==> src/rtl/gray_pkg.sv <==
// Shared Gray-code helpers and defaults used by the encoder, the decoder and their benches.
package gray_pkg;

  localparam int unsigned GRAY_WIDTH_DEF = 4;
  localparam int unsigned GRAY_FN_W      = 32;

  function automatic logic [GRAY_FN_W-1:0] bin2gray(input logic [GRAY_FN_W-1:0] b);
    return b ^ (b >> 1);
  endfunction

  // Each binary bit is the XOR of all Gray bits at or above it.
  function automatic logic [GRAY_FN_W-1:0] gray2bin(input logic [GRAY_FN_W-1:0] g);
    logic [GRAY_FN_W-1:0] r;
    r[GRAY_FN_W-1] = g[GRAY_FN_W-1];
    for (int i = GRAY_FN_W - 2; i >= 0; i--) begin
      r[i] = r[i+1] ^ g[i];
    end
    return r;
  endfunction

endpackage

==> src/rtl/bin2gray.sv <==
// Combinational binary-to-Gray encoder.
module bin2gray #(
  parameter int unsigned WIDTH = 4
) (
  input  logic [WIDTH-1:0] B,
  output logic [WIDTH-1:0] G
);

  assign G = B ^ (B >> 1);

endmodule

==> src/rtl/bin_to_gray_counter.sv <==
// Registered binary up/down counter with Gray-coded output for clock-domain-crossing pointers.
// Down counting is built only when BIN_TO_GRAY_COUNTER_DOWN_EN is defined.
module bin_to_gray_counter
  import gray_pkg::*;
#(
  parameter int unsigned WIDTH = GRAY_WIDTH_DEF
) (
  input  logic             clk,
  input  logic             rst_n,
  input  logic             clr,
  input  logic             load,
  input  logic [WIDTH-1:0] load_val,
  input  logic             en,
  input  logic             dir,
  output logic [WIDTH-1:0] B,
  output logic [WIDTH-1:0] G,
  output logic             wrap,
  output logic             chg
);

  logic [WIDTH-1:0] b_next;
  logic [WIDTH-1:0] g_next;
  logic             wrap_next;
  logic             chg_next;

`ifndef BIN_TO_GRAY_COUNTER_DOWN_EN
  logic unused_dir;
  assign unused_dir = dir;
`endif

  // Next count: clr > load > en, otherwise hold.
  always_comb begin
    b_next    = B;
    wrap_next = 1'b0;
    if (clr) begin
      b_next = '0;
    end else if (load) begin
      b_next = load_val;
    end else if (en) begin
`ifdef BIN_TO_GRAY_COUNTER_DOWN_EN
      if (dir) begin
        b_next    = B - WIDTH'(1);
        wrap_next = (B == '0);
      end else begin
        b_next    = B + WIDTH'(1);
        wrap_next = (B == '1);
      end
`else
      b_next    = B + WIDTH'(1);
      wrap_next = (B == '1);
`endif
    end
  end

  bin2gray #(
    .WIDTH(WIDTH)
  ) u_bin2gray (
    .B(b_next),
    .G(g_next)
  );

  assign chg_next = (g_next != G);

  always_ff @(posedge clk or negedge rst_n) begin
    if (!rst_n) begin
      B    <= '0;
      G    <= '0;
      wrap <= 1'b0;
      chg  <= 1'b0;
    end else begin
      B    <= b_next;
      G    <= g_next;
      wrap <= wrap_next;
      chg  <= chg_next;
    end
  end

endmodule

==> config.mk <==
export PLATFORM = sky130hd
export DESIGN_NAME = bin_to_gray_counter
export DESIGN_NICKNAME = d
export VERILOG_FILES = /design/src/rtl/gray_pkg.sv /design/src/rtl/bin2gray.sv /design/src/rtl/bin_to_gray_counter.sv
export SDC_FILE = /design/constraint.sdc
export NUM_CORES = 1
export LEC_CHECK = 0
export BUFFER_PORTS_ARGS = -buffer_cell sky130_fd_sc_hd__buf_2
export CAP_MARGIN = 20
export CORE_AREA = 2 2 39 41
export DETAILED_ROUTE_END_ITERATION = 7
export DIE_AREA = 0 0 41 43
export PLACE_DENSITY = 0.74
export SLEW_MARGIN = 20
export SYNTH_ARGS = -nofsm -noshare
export SYNTH_HDL_FRONTEND = slang
export SYNTH_SLANG_ARGS = --single-unit
export TNS_END_PERCENT = 20
==> constraint.sdc <==
create_clock -name clk -period 2 [get_ports clk]
set_input_delay 0.1 -clock clk [delete_from_list [all_inputs] [get_ports clk]]
set_output_delay 0.1 -clock clk [all_outputs]
set_load 0.05 [all_outputs]
Yosys cells after proc, flatten, opt, wreduce, memory -nomap -nowiden:

Cells that the tools add are included.

* $add $sub $neg: 1
* equality and inequality tests: 2
* mux-type cells: 6
* bitwise operators: 1

Operators with widths (number)
* two-way mux 4 bit: 3
* adder 4 x 1 -> 4 bit (second input constant): 1
* == test 4 bit (second input constant): 1
* != test 4 bit: 1
* XOR 4 x 3 -> 4 bit: 1
* two-way mux 1 bit: 3

* flip-flop bits (word level): 10
* input bits: 10
* output and inout port bits: 10
* word-level logic and storage cells: 14

Logic depth before layout (Yosys ltp):

Gate-level depths: netlist (run 1).

* depth in word-level cells: 6
* gate-level depth with buffers: 6

Cells and area by module:

From an unflattened synthesis (run 1), not the netlist that was laid out.

* cell total of the unflattened synthesis: 39
* area total of the unflattened synthesis: 465.4 µm²

Modules (own cells, without submodules)
* bin_to_gray_counter: times used 1, cells an instance 35, area an instance 431.7 µm², seq. area each 250.2 µm²
* bin2gray: times used 1, cells an instance 4, area an instance 33.8 µm², seq. area each 0.0 µm²

Worst setup path after synthesis (run 1):

No wires, ideal clock.

* path kind: register to register
* start: register B[0]
* end: register chg
* setup time: 71 ps
* arrival: 1996 ps
* setup slack: -67 ps
* stages on the path, launching flop included: 6
* cell sequence: dfrtp_1 > ha_1 > a211oi_1 > a2111oi_4 > xnor3_1 > nand4_1

* cells in the longest elaborated chain, start to end: 6

RTL lines
* start: declaration: RTL line bin_to_gray_counter.sv:15 `output logic [WIDTH-1:0] B,`
* start signal: assignment: RTL line bin_to_gray_counter.sv:71 `B <= b_next;`
* adder 4 x 1 -> 4 bit: RTL line bin_to_gray_counter.sv:49 `b_next = B + WIDTH'(1);`
* two-way mux 4 bit: RTL line bin_to_gray_counter.sv:39 `end else if (en) begin`
* two-way mux 4 bit: RTL line bin_to_gray_counter.sv:37 `end else if (load) begin`
* two-way mux 4 bit: RTL line bin_to_gray_counter.sv:35 `if (clr) begin`
* named net b_next[2]: RTL line bin_to_gray_counter.sv:21 `logic [WIDTH-1:0] b_next;`
* XOR 4 x 3 -> 4 bit: RTL line bin2gray.sv:9 `assign G = B ^ (B >> 1);`
* != test 4 bit: RTL line bin_to_gray_counter.sv:62 `assign chg_next = (g_next != G);`
* named net chg_next: RTL line bin_to_gray_counter.sv:24 `logic chg_next;`
* end signal: assignment: RTL line bin_to_gray_counter.sv:74 `chg <= chg_next;`
* end: declaration: RTL line bin_to_gray_counter.sv:18 `output logic chg`

The timed path passes the listed nets, and every way through them passes these cells.

Worst setup path after layout (run 1):

* start: register B[0]
* end: register chg

* cells in the longest elaborated chain, start to end: 6

RTL lines
* adder 4 x 1 -> 4 bit: RTL line bin_to_gray_counter.sv:49
* two-way mux 4 bit: RTL line bin_to_gray_counter.sv:39
* two-way mux 4 bit: RTL line bin_to_gray_counter.sv:37
* two-way mux 4 bit: RTL line bin_to_gray_counter.sv:35
* named net b_next[2]: RTL line bin_to_gray_counter.sv:21
* XOR 4 x 3 -> 4 bit: RTL line bin2gray.sv:9
* named net g_next[1]: RTL line bin_to_gray_counter.sv:22 `logic [WIDTH-1:0] g_next;`
* != test 4 bit: RTL line bin_to_gray_counter.sv:62
* named net chg_next: RTL line bin_to_gray_counter.sv:24

The timed path passes the listed nets, and every way through them passes these cells.

==> impl_metrics.tcl, run 1 <==
set metrics [dict create \
    post_drt_wl_per_cell_um 12.4 \
    netlist_area_sq_um 519 \
    synth_top_flop_cell "dfrtp_1" \
    clockBufferDepth 2 \
    cts.sinks 9 \
    drcViolationCount 0 \
    die_h_um 43 \
    synth_seq_cells 9 \
    dp_cells 74 \
    synth_warnings 0 \
    portBuffers 18 \
    root_buffer "clkbuf_4" \
    synth_top_family_by_area "XOR/XNOR gates" \
    setup_viol 0 \
    layout_common_cells "18 x buf_2, 7 x dfrtp_1" \
    grt_max_degree 10 \
    grt_pass1_wl_mm 1.55 \
    drtPass1Iterations 4 \
    core_sq_um 1380 \
    fin_crit_ps 1830 \
    async_flop_share_pct 100 \
    leakage_uw 0.000313 \
    crit_type "reg2reg" \
    ant_nets 0 \
    cts_made_buffers 3 \
    dr_wl_met2_um 467 \
    grt_overflow 0 \
    die_w_um 41 \
    antenna_found_initial 0 \
    setup_tns_ps 0 \
    post-route-period-util_pct 91.6 \
    worst-r2r-setup-slack_ps 170 \
    slew-limit-headroom_pct 69.6 \
    syn_area_per_cell_sq_um 12.4 \
    worst_slew_pin_slew_ps 453 \
    dr.max_layer_used "met4" \
    cp_slowest_cell "dfrtp_2" \
    synth-xor-area-share_pct 17.6 \
    synth_nets 53 \
    num_rows 14 \
    path_clk_slew_ps 70 \
    final_nets 77 \
    seq_area_frac_synth_pct 43.4 \
    ir_drop_v 0.000365 \
    muxShareOfSynthArea_pct 1.93 \
    synth_compound_area_share_pct 14.9 \
    maxCapViolCount 0 \
    wl_met1_um 423 \
    fillers 135 \
    drt-total-wl_mm 1.00 \
    grt_pass1_vias 357 \
    htreeDepth 1 \
    start_kind "register" \
    critPathCaptureType "register" \
    ys_types 23 \
    hold_violations 0 \
    crit_required_ps 2140 \
    fin_skew_ps 8.13 \
    hpwlAfterDp_um 745 \
    rsz0062_at_grt "false" \
    clkLatencyLatePin_ps 270 \
    path_cells "ha_2, and4b_4, a2111oi_4, buf_4, xor2_2, xnor2_1, nand4_1" \
    layout-drive-gt1-share_pct 49.2 \
    gp_congestion 0.703 \
    synthSimpleGateAreaFrac_pct 13.7 \
    fmax_mhz 546 \
    min_path_type "in2reg" \
    powerDensity_nw_per_um2 827 \
    area_growth_pct 29.9 \
    maxSlewViolCount 0 \
    final_common_cell "buf_2" \
    met3_length_um 69 \
    die_area_sq_um 1760 \
    crit_path_max_fanout 4 \
    diodes 0 \
    ioPinCount 20 \
    synth-adder-area-share_pct 2.41 \
    first_iter_violations 8 \
    route.vias.total 406 \
    routed_via_density 5.01 \
    critPathArrivalTime_ps 1980 \
    cts_tree "built" \
    status "completed" \
    synth_edf_count 0 \
    synthCells 42 \
    finalNonFillerCells 81 \
    slowest_delay_ps 430 \
    start_util_pct 37.5 \
    grt_util_all_layers_pct 13.9 \
]
## synth_stat cells, types with 2 or more instances
master / instances / area, sq um
a211oi_1: 3 / 22.5
nor2_1: 2 / 7.51
nor2b_1: 3 / 18.8
nand4_1: 3 / 18.8
xor2_1: 3 / 26.3
dfrtp_1: 9 / 225
xnor2_1: 3 / 26.3
## sequential cells by signal, indices dropped and copies added (netlist names)
register and count:
chg 1, wrap 1, B 4, G 3
## per-stage QoR
| stage | area [sq um] | utilization [%] | setup slack, ps | total power [uW] | hold slack (ps) |
|---|---|---|---|---|---|
| after detailed placement | 616 | 44.5 | 133 | 404 | -37.5 |
| after CTS | 652 | 47.1 | 117 | 555 | 117 |
| after global placement | 616 | 44.5 | 158 | 401 | -43.9 |
| final | 674 | 48.7 | 167 | 558 | 122 |
| after floorplan | 522 | - | 49.7 | 362 | -196 |
| after global routing | 674 | 48.7 | 8.22 | 583 | 129 |
## critical path, delay by kind of cell, from the launching register on
family                   cells  cell delay [ps]
AND/OR/NAND/NOR              2              290
XOR/XNOR                     2              300
AO/OA/AOI/OAI                1              260
buffers and inverters        1              200
flip-flops                   1              430
adder cells (fa/ha/maj)      1              210
## metal layers
| layer | vias up | global-route usage [%] |
|---|---|---|
| met1 | 188 | 16.4 |
| met4 | 0 | 14.0 |
| met3 | 6 | 3.14 |
| li1 | 196 | - |
| met2 | 16 | 19.1 |
| met5 | - | 0 |
## repair_timing
item / in CTS / in global routing
setup buffers: 0 / 2
gates resized for setup: 0 / 2
hold buffers: 1 / 0
hold endpoints to repair: 9 / 0
setup endpoints to repair: 0 / 1
## cell type report
cell class | count | area (sq um) | area share [%]
Clock buffer | 4 | 26.3 | 3.90
Inverter | 2 | 7.51 | 1.11
Multi-Input combinational cell | 28 | 270 | 40.1
Sequential cell | 9 | 228 | 33.8
Tap cell | 16 | 20.0 | 2.97
Timing Repair Buffer | 22 | 123 | 18.2
## logic make-up after synthesis
family / after synthesis
multiplexers: 1
XOR/XNOR: 8
adder cells (fa/ha/maj): 1
flip-flops: 9
buffers and inverters: 5
AO/OA/AOI/OAI: 7
AND/OR/NAND/NOR: 11
## power breakdown
part	internal [uW]	switching, uW	leakage (uW)
Combinational	67.8	125	0.000189
Clock	77.2	71.7	0.0000150
Sequential	202	14.4	0.000109
## worst paths after layout
check                      startpoint    to  depth (start not counted)
max reg2reg                      B[0]   chg                          7
min reg2reg                      G[1]   chg                          2
min in group asynchronous       rst_n  B[0]                          2
max in group asynchronous       rst_n  B[1]                          2
max                              B[0]   chg                          7
min                                en  wrap                          3
(Power assumes the default switching activity.)
==> inputs of run 2 (changes only) <==
Settings changed: PLACE_DENSITY 0.74 to 0.77.
Clock period 2 ns to 1.6 ns, I/O delays scaled along.
==> impl_metrics.tcl, run 2 (synthesized netlist as in run 1, its figures left out) <==
set metrics [dict create \
    grt_pass1_wl_mm 1.55 \
    post_drt_wl_per_cell_um 12.2 \
    finalWorstSetupSlack_ps -93.4 \
    r2r_end "chg" \
    grt_max_degree 10 \
    ioPinCount 20 \
    route.vias.total 416 \
    largest_register_ffs 4 \
    hold_depth 3 \
    post-route-period-util_pct 106 \
    crit_type "reg2reg" \
    largest_register "B" \
    grt_util_all_layers_pct 13.8 \
    min_path_type "in2reg" \
    slew-limit-headroom_pct 72.2 \
    clockBufferDepth 2 \
    ant_nets 0 \
    portBuffers 18 \
    maxCapViolCount 0 \
    final_nets 81 \
    grt_pass1_vias 367 \
    path_clk_slew_ps 60 \
    slowest_delay_ps 430 \
    rsz0062_at_grt "true" \
    status "finished with violations" \
    num_rows 14 \
    postCtsSetupRepairBufs 0 \
    path_cells "ha_4, and4b_4, a2111oi_4, xor2_2, xnor2_1, nand4_1" \
    cts_tree "built" \
    crit_required_ps 1740 \
    cts.sinks 9 \
    fin_crit_ps 1690 \
    clkLatencyLatePin_ps 260 \
    r2r-start "B[1]" \
    gp_congestion 0.739 \
    final_common_cell "buf_2" \
    post_cts_resized 0 \
    worst-r2r-setup-slack_ps -90 \
    ir_drop_v 0.000666 \
    antenna_found_initial 0 \
    violations "negative setup slack" \
    diodes 0 \
    crit_path_max_fanout 3 \
    critPathCaptureType "register" \
    area_growth_pct 37.8 \
    die_area_sq_um 1760 \
    die_w_um 41 \
    routed_via_density 4.89 \
    maxSlewViolCount 0 \
    critPathArrivalTime_ps 1830 \
    powerDensity_nw_per_um2 978 \
    hold_violations 0 \
    fmax_mhz 591 \
    whs_ps 108 \
    setup_viol 2 \
    hold_start "load_val[2]" \
    drcViolationCount 0 \
    power_uw 700 \
    die_h_um 43 \
    leakage_uw 0.000333 \
    root_buffer "clkbuf_4" \
    start_kind "register" \
    hpwlAfterDp_um 840 \
    cp_slowest_cell "dfrtp_2" \
    drt-total-wl_mm 1.04 \
    largest_registers "B (4), G (3)" \
    layout-drive-gt1-share_pct 53.6 \
    worst_r2r_path_depth 6 \
    drtPass1Iterations 4 \
    worst_slew_pin_slew_ps 416 \
    htreeDepth 1 \
    layout_common_cells "18 x buf_2, 7 x buf_4, 6 x dfrtp_1" \
    fin_skew_ps 3.16 \
    first_iter_violations 12 \
    min_to "B[2]" \
    start_util_pct 37.5 \
    core_sq_um 1380 \
    grt_overflow 0 \
    cts_made_buffers 3 \
]
-- run 2: cell count changes in the layout (fill, tap and decap cells not counted), sizes merged --
cell	delta
buf	+4
-- run 2: repair_timing --
item | CTS | global route
pin swaps | 0 | 0
endpoints found under the hold margin | 9 | 0
hold buffers | 1 | 0
cloned | 0 | 0
setup endpoints to repair | 2 | 2
-- run 2: layer usage --
| layer | part of all wire (%) | vias up | track usage (%) |
|---|---|---|---|
| li1 | - | 205 | - |
| met1 | 42 | 194 | 17.2 |
| met2 | 52 | 17 | 19.7 |
| met3 | 6.1 | 0 | 9.42 |
| met4 | 0 | 0 | 2.00 |
| met5 | 0 | - | 0 |
-- run 2: area by class of cell --
type / count / area, sq um
timing repair buffer: 26 / 153
multi-input combinational: 28 / 280
inverter: 2 / 7.51
fill: 130 / 668
sequential: 9 / 229
clock buffer: 4 / 26.3
tap: 16 / 20.0
-- run 2: how the worst max path moves through the flow --
stage / from / end / slack, ps
finish: B[1] / chg / -90
global route: B[1] / chg / -200
CTS: B[1] / chg / -140
detailed placement: B[1] / chg / -120
global placement: B[0] / chg / -70
floorplan: B[0] / chg / -210
-- run 2: where the power goes --
part / switching [uW] / internal, uW
Sequential: 16.0 / 253
Combinational: 164 / 93.7
Clock: 77.8 / 96.0
-- run 2: per-stage QoR --
stage                     util, %  TNS (ps)  instances  cell area [sq um]  worst slack (ps)
after global placement       49.1     -76.4         80                679             -72.3
after floorplan                 -      -207         42                541              -207
after detailed placement     49.1      -178         80                679              -123
after CTS                    51.7      -202         85                716              -137
after global routing         51.7      -317         85                716              -197
final                        51.7      -134         85                716             -93.4
-- run 2: critical path, delay by kind of cell, from the launching register on --
| family | cells | cell delay (ps) |
|---|---|---|
| adders and majority gates | 1 | 170 |
| xor gates and xnor gates | 2 | 350 |
| DFF | 1 | 430 |
| and+or+nand+nor | 2 | 290 |
| AOI/OAI and AO/OA | 1 | 330 |
==> inputs of run 3 (changes only) <==
Settings changed: ABC_AREA set to 1, CORE_AREA 2 2 39 41 to unset, CORE_MARGIN set to 1, CORE_UTILIZATION set to 42, DIE_AREA 0 0 41 43 to unset, PLACE_DENSITY 0.77 to 0.79.
==> impl_metrics.tcl, run 3 <==
set metrics [dict create \
    portBuffers 18 \
    hold_depth 2 \
    r2r-start "B[1]" \
    first_iter_violations 17 \
    routed_via_density 4.76 \
    hpwlAfterDp_um 943 \
    hold_violations 0 \
    area_growth_pct 29.5 \
    die_w_um 39.6 \
    synth_warnings 0 \
    antenna_found_initial 0 \
    grt_util_all_layers_pct 19.4 \
    critPathCaptureType "register" \
    synth_common_cells "27 x nand2_1, 13 x inv_1, 13 x nand3_1" \
    synth_seq_cells 9 \
    largest_register "B" \
    powerDensity_nw_per_um2 900 \
    crit_type "reg2reg" \
    synthCells 87 \
    power_uw 691 \
    route.vias.total 600 \
    dp_cells 120 \
    clkLatencyLatePin_ps 260 \
    fin_crit_ps 1490 \
    htreeDepth 1 \
    syn_area_per_cell_sq_um 6.82 \
    die_area_sq_um 1570 \
    p_switching_uw 274 \
    layout-drive-gt1-share_pct 35.1 \
    ys_types 15 \
    root_buffer "clkbuf_4" \
    p_clk_share_pct 26.1 \
    post_drt_wl_per_cell_um 10.5 \
    worst-r2r-setup-slack_ps 110 \
    fmax_mhz 669 \
    layout_common_cells "25 x nand2_1, 18 x buf_2, 13 x inv_1, 13 x nand3_1, 8 x nor2_1" \
    r2r_end "chg" \
    die_h_um 39.6 \
    grt_max_degree 11 \
    ys_top_cells_by_area "dfrtp_1 38%, nand2_1 17%, nand3_1 11%" \
    grt_pass1_wl_mm 1.96 \
    synth_edf_count 0 \
    combPwrFrac_pct 35.6 \
    clockBufferDepth 2 \
    finalNonFillerCells 126 \
    drtPass1Iterations 4 \
    min_path_type "in2reg" \
    status "completed" \
    grt_pass1_vias 495 \
    async_flop_share_pct 100 \
    p_int_uw 417 \
    min_to "wrap" \
    crit_path_max_fanout 4 \
    worst_r2r_path_depth 10 \
    ir_drop_v 0.000531 \
    maxCapViolCount 0 \
    drcViolationCount 0 \
    cts_made_buffers 3 \
    num_rows 13 \
    leakage_uw 0.000437 \
    grt_overflow 0 \
    hold_start "load" \
    gp_congestion 0.741 \
    critPathArrivalTime_ps 1640 \
    swShare_pct 39.7 \
    p_seq_share_pct 38.3 \
    drt-total-wl_mm 1.33 \
    ioPinCount 20 \
    post-route-period-util_pct 93.4 \
    start_util_pct 45.6 \
    diodes 0 \
    slew-limit-headroom_pct 81.8 \
    final_common_cell "nand2_1" \
    maxSlewViolCount 0 \
    fin_skew_ps 0.729 \
    start_kind "register" \
    fillers 136 \
    final_nets 123 \
    largest_register_ffs 4 \
    crit_required_ps 1750 \
    synth_nets 98 \
    cts_tree "built" \
    synth_top_flop_cell "dfrtp_1" \
    worst_slew_pin_slew_ps 270 \
    synth_most_common_cell "nand2_1" \
    ant_nets 0 \
    largest_registers "B (4), G (3)" \
    seq_area_frac_synth_pct 38.0 \
    cts.sinks 9 \
    path_clk_slew_ps 60 \
    yosysTopAreaCellShare_pct 38.0 \
    netlist_area_sq_um 593 \
    synth_area_leader_cell "dfrtp_1" \
    setup_viol 0 \
    core_sq_um 1300 \
]
==> run 3: cell types whose count changed in the layout (fill, tap and decap cells not counted), sizes merged, moves of 2 or more <==
cell / change
nor2b: -3
inv: +14
a211oi: -4
xor2: -4
xnor2: -3
nand3: +15
buf: -5
nor2: +9
nand4: -3
nand2: +31
o21ai: +2
==> run 3: per-layer routing <==
metal	vias to the layer above	track usage, %	part of all wire, %
met5	-	0	0
met4	0	11.2	2.0
met3	4	5.11	4.1
met2	13	30.7	48
met1	267	23.3	46
li1	316	-	-
==> run 3: logic make-up after synthesis <==
kind of cell / synth area share [%]
flip-flops: 38.0
AND/OR/NAND/NOR: 46.2
buffers and inverters: 11.2
adder cells (fa/ha/maj): 2.11
AO/OA/AOI/OAI: 2.53
==> run 3: power by group through the flow <==
stage / Sequential (uW) / Combinational [uW] / Clock (uW)
after floorplan: 339 / 103 / 0
after global placement: 267 / 230 / 0
after detailed placement: 267 / 232 / 0
after CTS: 264 / 236 / 184
after global routing: 267 / 271 / 195
final: 265 / 246 / 181
==> run 3: how the worst max path moves through the flow <==
stage / start / to / slack (ps) / cells after the start
after detailed placement: B[1] / chg / 80 / 11
after CTS: B[1] / chg / 70 / 11
after floorplan: B[0] / chg / 0.8 / 11
after global routing: B[0] / chg / -7 / 11
after global placement: B[1] / chg / 90 / 11
final: B[1] / chg / 110 / 10
==> run 3: worst max-delay path, cell delays in order, from the launching register on <==
cell     delay [ps]
dfrtp_2         430
ha_4            270
nand2_2          50
nand2_1          70
nor2_2           50
nor2_4          160
nand2_1          80
nand3_1          70
nand2_1          50
nor2_1           80
nand3_1          70
==> run 3: final cells by class <==
cell class                 instances  area, sq um  area share (%)
clock buffer                       4         26.3            3.42
inverter                          15         58.8            7.65
multi-input combinational         62          322            41.9
sequential                         9          228            29.6
tap                               15         18.8            2.44
timing repair buffer              21          115            15.0
==> run 3: stage by stage <==
step / hold slack (ps) / util, % / setup slack [ps] / instance area, sq um / setup TNS (ps)
finish: 28.9 / 59.0 / 105 / 768 / 0
global route: 25.3 / 59.0 / -7.24 / 768 / -7.24
CTS: 28.3 / 56.9 / 70.9 / 741 / 0
detailed placement: -53.3 / 54.1 / 81.0 / 704 / 0
global placement: -58.9 / 54.1 / 91.4 / 704 / 0
floorplan: -216 / - / 0.799 / 596 / 0
==> run 3: timing repair <==
item,CTS,global route
setup endpoints to repair,0,1
buffers inserted,0,1
hold endpoints to repair,9,0
resized for setup,0,4
hold buffers,1,0
